$ cat src/rtl/downlink_pie_decoder.sv
// PIE downlink decoder: measures envelope level widths and turns each
// high/low symbol into a decoded bit, with frame start/end/error flags.
module downlink_pie_decoder #(
   parameter int CNT_W     = 8,
   parameter int PW_MAX    = 8,
   parameter int DELIM_MIN = 10,
   parameter int DELIM_MAX = 20,
   parameter int HIGH_MIN  = 4,
   parameter int THRESH    = 18,
   parameter int HIGH_MAX  = 40,
   parameter int TIMEOUT   = 100
) (
   input  logic       clock,
   input  logic       reset,
   input  logic       downlink_in,
   output logic       write_en,
   output logic       downlink_bit,
   output logic       frame_active,
   output logic       frame_done,
   output logic       frame_err,
   output logic [7:0] bit_count
);

   typedef enum logic {S_IDLE, S_DATA} state_t;

   localparam logic [CNT_W-1:0] ONE_C   = CNT_W'(1);
   localparam logic [CNT_W-1:0] SAT_C   = '1;
   localparam logic [CNT_W-1:0] PW_C    = CNT_W'(PW_MAX);
   localparam logic [CNT_W-1:0] DMIN_C  = CNT_W'(DELIM_MIN);
   localparam logic [CNT_W-1:0] DMAX_C  = CNT_W'(DELIM_MAX);
   localparam logic [CNT_W-1:0] LOWL_C  = CNT_W'(DELIM_MAX + 1);
   localparam logic [CNT_W-1:0] HMIN_C  = CNT_W'(HIGH_MIN);
   localparam logic [CNT_W-1:0] THR_C   = CNT_W'(THRESH);
   localparam logic [CNT_W-1:0] HMAX_C  = CNT_W'(HIGH_MAX);
   localparam logic [CNT_W-1:0] TOUT_C  = CNT_W'(TIMEOUT);

   logic             sync1_q, sync2_q, prev_q;
   logic [CNT_W-1:0] cnt_q, cnt_d;
   state_t           state_q, state_d;
   logic             we_q, we_d;
   logic             bit_q, bit_d;
   logic             done_q, done_d;
   logic             err_q, err_d;
   logic [7:0]       bcnt_q, bcnt_d;

   logic             edge_w, rise, fall, is_delim;
   logic             emit, emit_val, fault, tout, start;

   assign edge_w   = sync2_q != prev_q;
   assign rise     = edge_w & sync2_q;
   assign fall     = edge_w & ~sync2_q;
   assign is_delim = (cnt_q >= DMIN_C) && (cnt_q <= DMAX_C);

   always_ff @(posedge clock or negedge reset) begin
      if (!reset) begin
         sync1_q <= 1'b1;
         sync2_q <= 1'b1;
         prev_q  <= 1'b1;
         cnt_q   <= '0;
         state_q <= S_IDLE;
         we_q    <= 1'b0;
         bit_q   <= 1'b0;
         done_q  <= 1'b0;
         err_q   <= 1'b0;
         bcnt_q  <= '0;
      end else begin
         sync1_q <= downlink_in;
         sync2_q <= sync1_q;
         prev_q  <= sync2_q;
         cnt_q   <= cnt_d;
         state_q <= state_d;
         we_q    <= we_d;
         bit_q   <= bit_d;
         done_q  <= done_d;
         err_q   <= err_d;
         bcnt_q  <= bcnt_d;
      end
   end

   // On an edge cnt_q still holds the width of the level that just ended.
   always_comb begin
      cnt_d = cnt_q;
      if (edge_w)
         cnt_d = ONE_C;
      else if (cnt_q != SAT_C)
         cnt_d = cnt_q + ONE_C;
   end

   always_comb begin
      state_d  = state_q;
      emit     = 1'b0;
      emit_val = 1'b0;
      fault    = 1'b0;
      tout     = 1'b0;
      start    = 1'b0;
      unique case (state_q)
         S_IDLE: begin
            if (rise && is_delim) begin
               state_d = S_DATA;
               start   = 1'b1;
            end
         end
         S_DATA: begin
            if (rise) begin
               if (cnt_q > PW_C) begin
                  if (is_delim)
                     start = 1'b1;
                  else
                     fault = 1'b1;
               end
            end else if (fall) begin
               if (cnt_q < HMIN_C)
                  fault = 1'b1;
               else if (cnt_q <= THR_C)
                  emit = 1'b1;
               else if (cnt_q <= HMAX_C) begin
                  emit     = 1'b1;
                  emit_val = 1'b1;
               end else
                  fault = 1'b1;
            end else if (!prev_q && cnt_d == LOWL_C)
               fault = 1'b1;
            else if (prev_q && cnt_d == TOUT_C)
               tout = 1'b1;
            if (fault || tout)
               state_d = S_IDLE;
         end
         default: state_d = S_IDLE;
      endcase
   end

   always_comb begin
      we_d   = emit;
      bit_d  = emit ? emit_val : bit_q;
      err_d  = fault;
      done_d = tout && (bcnt_q != 8'd0);
      bcnt_d = bcnt_q;
      if (start)
         bcnt_d = 8'd0;
      else if (emit && bcnt_q != 8'hFF)
         bcnt_d = bcnt_q + 8'd1;
   end

   assign write_en     = we_q;
   assign downlink_bit = bit_q;
   assign frame_active = (state_q == S_DATA);
   assign frame_done   = done_q;
   assign frame_err    = err_q;
   assign bit_count    = bcnt_q;

endmodule
$ cat config.mk
export PLATFORM = sky130hd
export DESIGN_NAME = downlink_pie_decoder
export DESIGN_NICKNAME = d
export VERILOG_FILES = /design/src/rtl/downlink_pie_decoder.sv
export SDC_FILE = /design/constraint.sdc
export NUM_CORES = 1
export LEC_CHECK = 0
export BUFFER_PORTS_ARGS = -buffer_cell sky130_fd_sc_hd__buf_2
export CAP_MARGIN = 30
export CORE_MARGIN = 1
export CORE_UTILIZATION = 55
export CTS_BUF_LIST = sky130_fd_sc_hd__clkbuf_2 sky130_fd_sc_hd__clkbuf_4 sky130_fd_sc_hd__clkbuf_8
export CTS_CLUSTER_DIAMETER = 60
export DETAILED_ROUTE_END_ITERATION = 8
export HOLD_SLACK_MARGIN = 0.03
export PLACE_DENSITY = 0.76
export SLEW_MARGIN = 20
export SYNTH_ARGS = -nofsm -noshare
export SYNTH_HDL_FRONTEND = slang
export SYNTH_SLANG_ARGS = --single-unit
export TNS_END_PERCENT = 50
$ cat constraint.sdc
create_clock -name clock -period 3 [get_ports clock]
set_clock_uncertainty 0.2 [all_clocks]
set_input_delay 0.6 -clock clock [delete_from_list [all_inputs] [get_ports clock]]
set_output_delay 0.6 -clock clock [all_outputs]
set_load 0.02 [all_outputs]
==> summary.md <==
| Metric | Value |
|---|---|
| Status | finished clean |
| Worst min-delay path category | in -> async |
| Reg clk slew, reported paths | 0.13 ns |
| Initial antenna violation count | 0 |
| Root Driver | clkbuf_4 |
| GR Util met3 | 3.509% |
| Headroom to the max-slew limit | a little under three fifths |
| Crit. End Element | flip-flop |
| Placed cell count | 183 |
| # setup viols final | 0 |
| Layout cell share with drive strength beyond 1 | 17.61% |
| Post-cts sizing count | 0 |
| Post-layout net count | 170 |
| Routing usage on met1 | 36.90% |
| Overall Global Routing Usage | 23.49% |
| Placeable Area | 2297 um2 |
| Setup ws final | 0.4674 ns |
| Mapped Area | 1384 um2 |
| Vias in the first global route | 968 |
| Final Instance Area | 1498 um2 |
| First-pass GRT wire length | 4705 um |
| Pin count of the biggest net entering global routing | 25 |
| Post-CTS setup buffer count | 0 |
| Pre-CTS setup slack | 0.4864 ns |
| Crit path max fanout | 9 |
| Port Buffers | 15 |
| Fmax | 0.3949 GHz |
| Gpl congestion | 0.9120 |
| P_leak | 0.7172 nW |
| DR pass1 iterations | 4 |
| Setup Crit Path Kind | reg -> reg |
| Mapped Cells | between 100 and 150 |
| Vias | ~1100 |
| Drt via density | 5.995 |
| Period utilization | roughly 84% |
| Peak supply drop | between 0.4 and 0.5 mV |
| Syn_area_per_cell | 9.544 um2 |
| Dpl cell area | 1461 um2 |
| Die width | about 52 um |
| CTS sink count | 24 |
| Netlist cell types | 43 |
| Initial drt markers | 33 |
| Final Core Density | 65.20% |
| CP Launch Type | flip-flop |
| Syn_nets | roughly 160 |
| Synth Warn # | 0 |
| Latest clock arrival within the worst-skew pair | between 0.3 and 0.4 ns |
| Fillcell total | 184 |
| WHS | 0.04673 ns |
| Row cnt | 17 |
| Number of diodes | 0 |
| Final Hold Vio Count | 0 |
| Die area | 2721 um2 |
| IO Count | 16 |
| Final Power | around 0.66 mW |
| Post-synthesis register bit count | 24 |
| Slew Viols, Final | 0 |
| Least-Margin Pin Slew | 0.6729 ns |
| Final Non-Filler Cells | 187 |
| Post-DP HPWL | 2081 um |
| GRT overflow | 0 |
| Longest Clk Path Bufs | 2 |
| Post-synth EDFFs | 0 |
| Hold Buf Count CTS | 0 |
| Most used routing layer | met1 |
| Total Wirelength | 2828 um |
| WL per Instance | 15.12 um |
| Final ANT Viol Nets | 0 |
| Initial Utilization | 60.24% |
| Worst EP arrival | 2.52 ns |
| TritonCTS clock tree | done |
| Number of remaining DRC errors | 0 |
| Async set or reset register ratio after synthesis | 100.0% |
| Sequential area share after synthesis | 43.67% |
| Fin crit period | 2.533 ns |
| Synth Flop Type | dfrtp_1 |
| Max Cap Viol | 0 |
| Final setup TNS | 0 ns |
| Inserted Clock Buffers | 3 |
| M2 GR Usage | ~34% |
| Die Ht | 52.16 um |
| Critical Path RT | 2.99 ns |
| Area delta synth->final | 8.228% |
| PwrDens | 440.9 nW/um2 |
| H-tree depth | 1 |
| Unrepaired setup endpoints after global routing | no |
## final cells by class
class	count	area, um2	area share (%)
inverter	8	30.03	2.005
multi-input combinational	107	709.4	47.37
sequential	24	604.3	40.35
tap	28	35.03	2.339
clock buffer	4	36.28	2.423
timing repair buffer	16	82.58	5.514
## final timing paths
path	startpoint	end	slack [ns]	cells after the start
min in group clock	sync1_q	sync2_q	0.17	0
max	cnt_q[0]	bit_count[7]	0.47	8
max reg2reg	cnt_q[0]	bit_count[7]	0.47	8
min	reset	write_en	0.05	1
max in group asynchronous	reset	sync1_q	2.19	1
min reg2reg	sync1_q	sync2_q	0.17	0
## worst max-delay path, cell delays in order (launching register included)
cell and delay, ns:
dfrtp_1 0.49, inv_1 0.14, ha_1 0.20, nand2b_4 0.06, a311oi_2 0.37, o2111a_1 0.26
or4b_1 0.47, xor2_1 0.19, nor2_2 0.04
## Yosys cell counts, drive strengths merged (2+ instances only)
library cell  number  area, um2
dfstp              3      78.83
and3               2      13.77
nor3               5      25.02
and4               2      17.52
a21oi              8      40.04
nor4b              2      17.52
o21ai              6      30.03
inv                8      30.03
ha                 7      87.58
o32ai              2      17.52
dfrtp             21      525.5
nand2b             2      20.02
nand2             10      37.54
buf                4      32.53
and2               3      18.77
a31oi              4      25.02
nor2              17      66.32
clkbuf             2      7.510
nor2b              2      12.51
nand4              7      43.79
nor4               2      12.51
xor2               7      61.31
nand3              3      15.01
## where the power goes
part / leakage [nW] / switching [mW] / internal (mW) / total [mW]
sequential: 0.320 / 0.0308 / 0.341 / 0.372
clock: 0.0210 / 0.0960 / 0.0740 / 0.170
combinational: 0.377 / 0.0719 / 0.0463 / 0.118
## routing by layer
layer	wire length, um	part of all wire, %
met3	148	5.2
met5	0	0
met4	17	0.60
met2	1227	43
met1	1434	51
## flip-flops by register name, indices dropped and copies added, names as in the netlist
register,count
frame_active,1
write_en,1
cnt_q,8
frame_err,1
frame_done,1
sync1_q,1
downlink_bit,1
sync2_q,1
bit_count,8
prev_q,1
## layout by cell type, fill, tap and decap left out, drive strengths merged, types with 3 or more instances in the layout
master / count
dfrtp: 21
nor2: 17
buf: 16
nand2: 10
inv: 8
a21oi: 8
nand4: 7
xor2: 7
ha: 7
o21ai: 6
nor3: 5
a31oi: 4
clkbuf: 4
and2: 3
nand3: 3
dfstp: 3
## logic make-up (layout without fill, tap and decap cells)
logic type / after synthesis / after routing / share of synthesized area (%)
mux: 1 / 1 / 0.8137
fa+ha+maj: 7 / 7 / 6.329
xor+xnor: 8 / 8 / 5.063
flops: 24 / 24 / 43.67
simple gates: 62 / 62 / 24.87
compound gates: 29 / 29 / 14.20
buf+inv: 14 / 28 / 5.063
(Power assumes the default switching activity.)
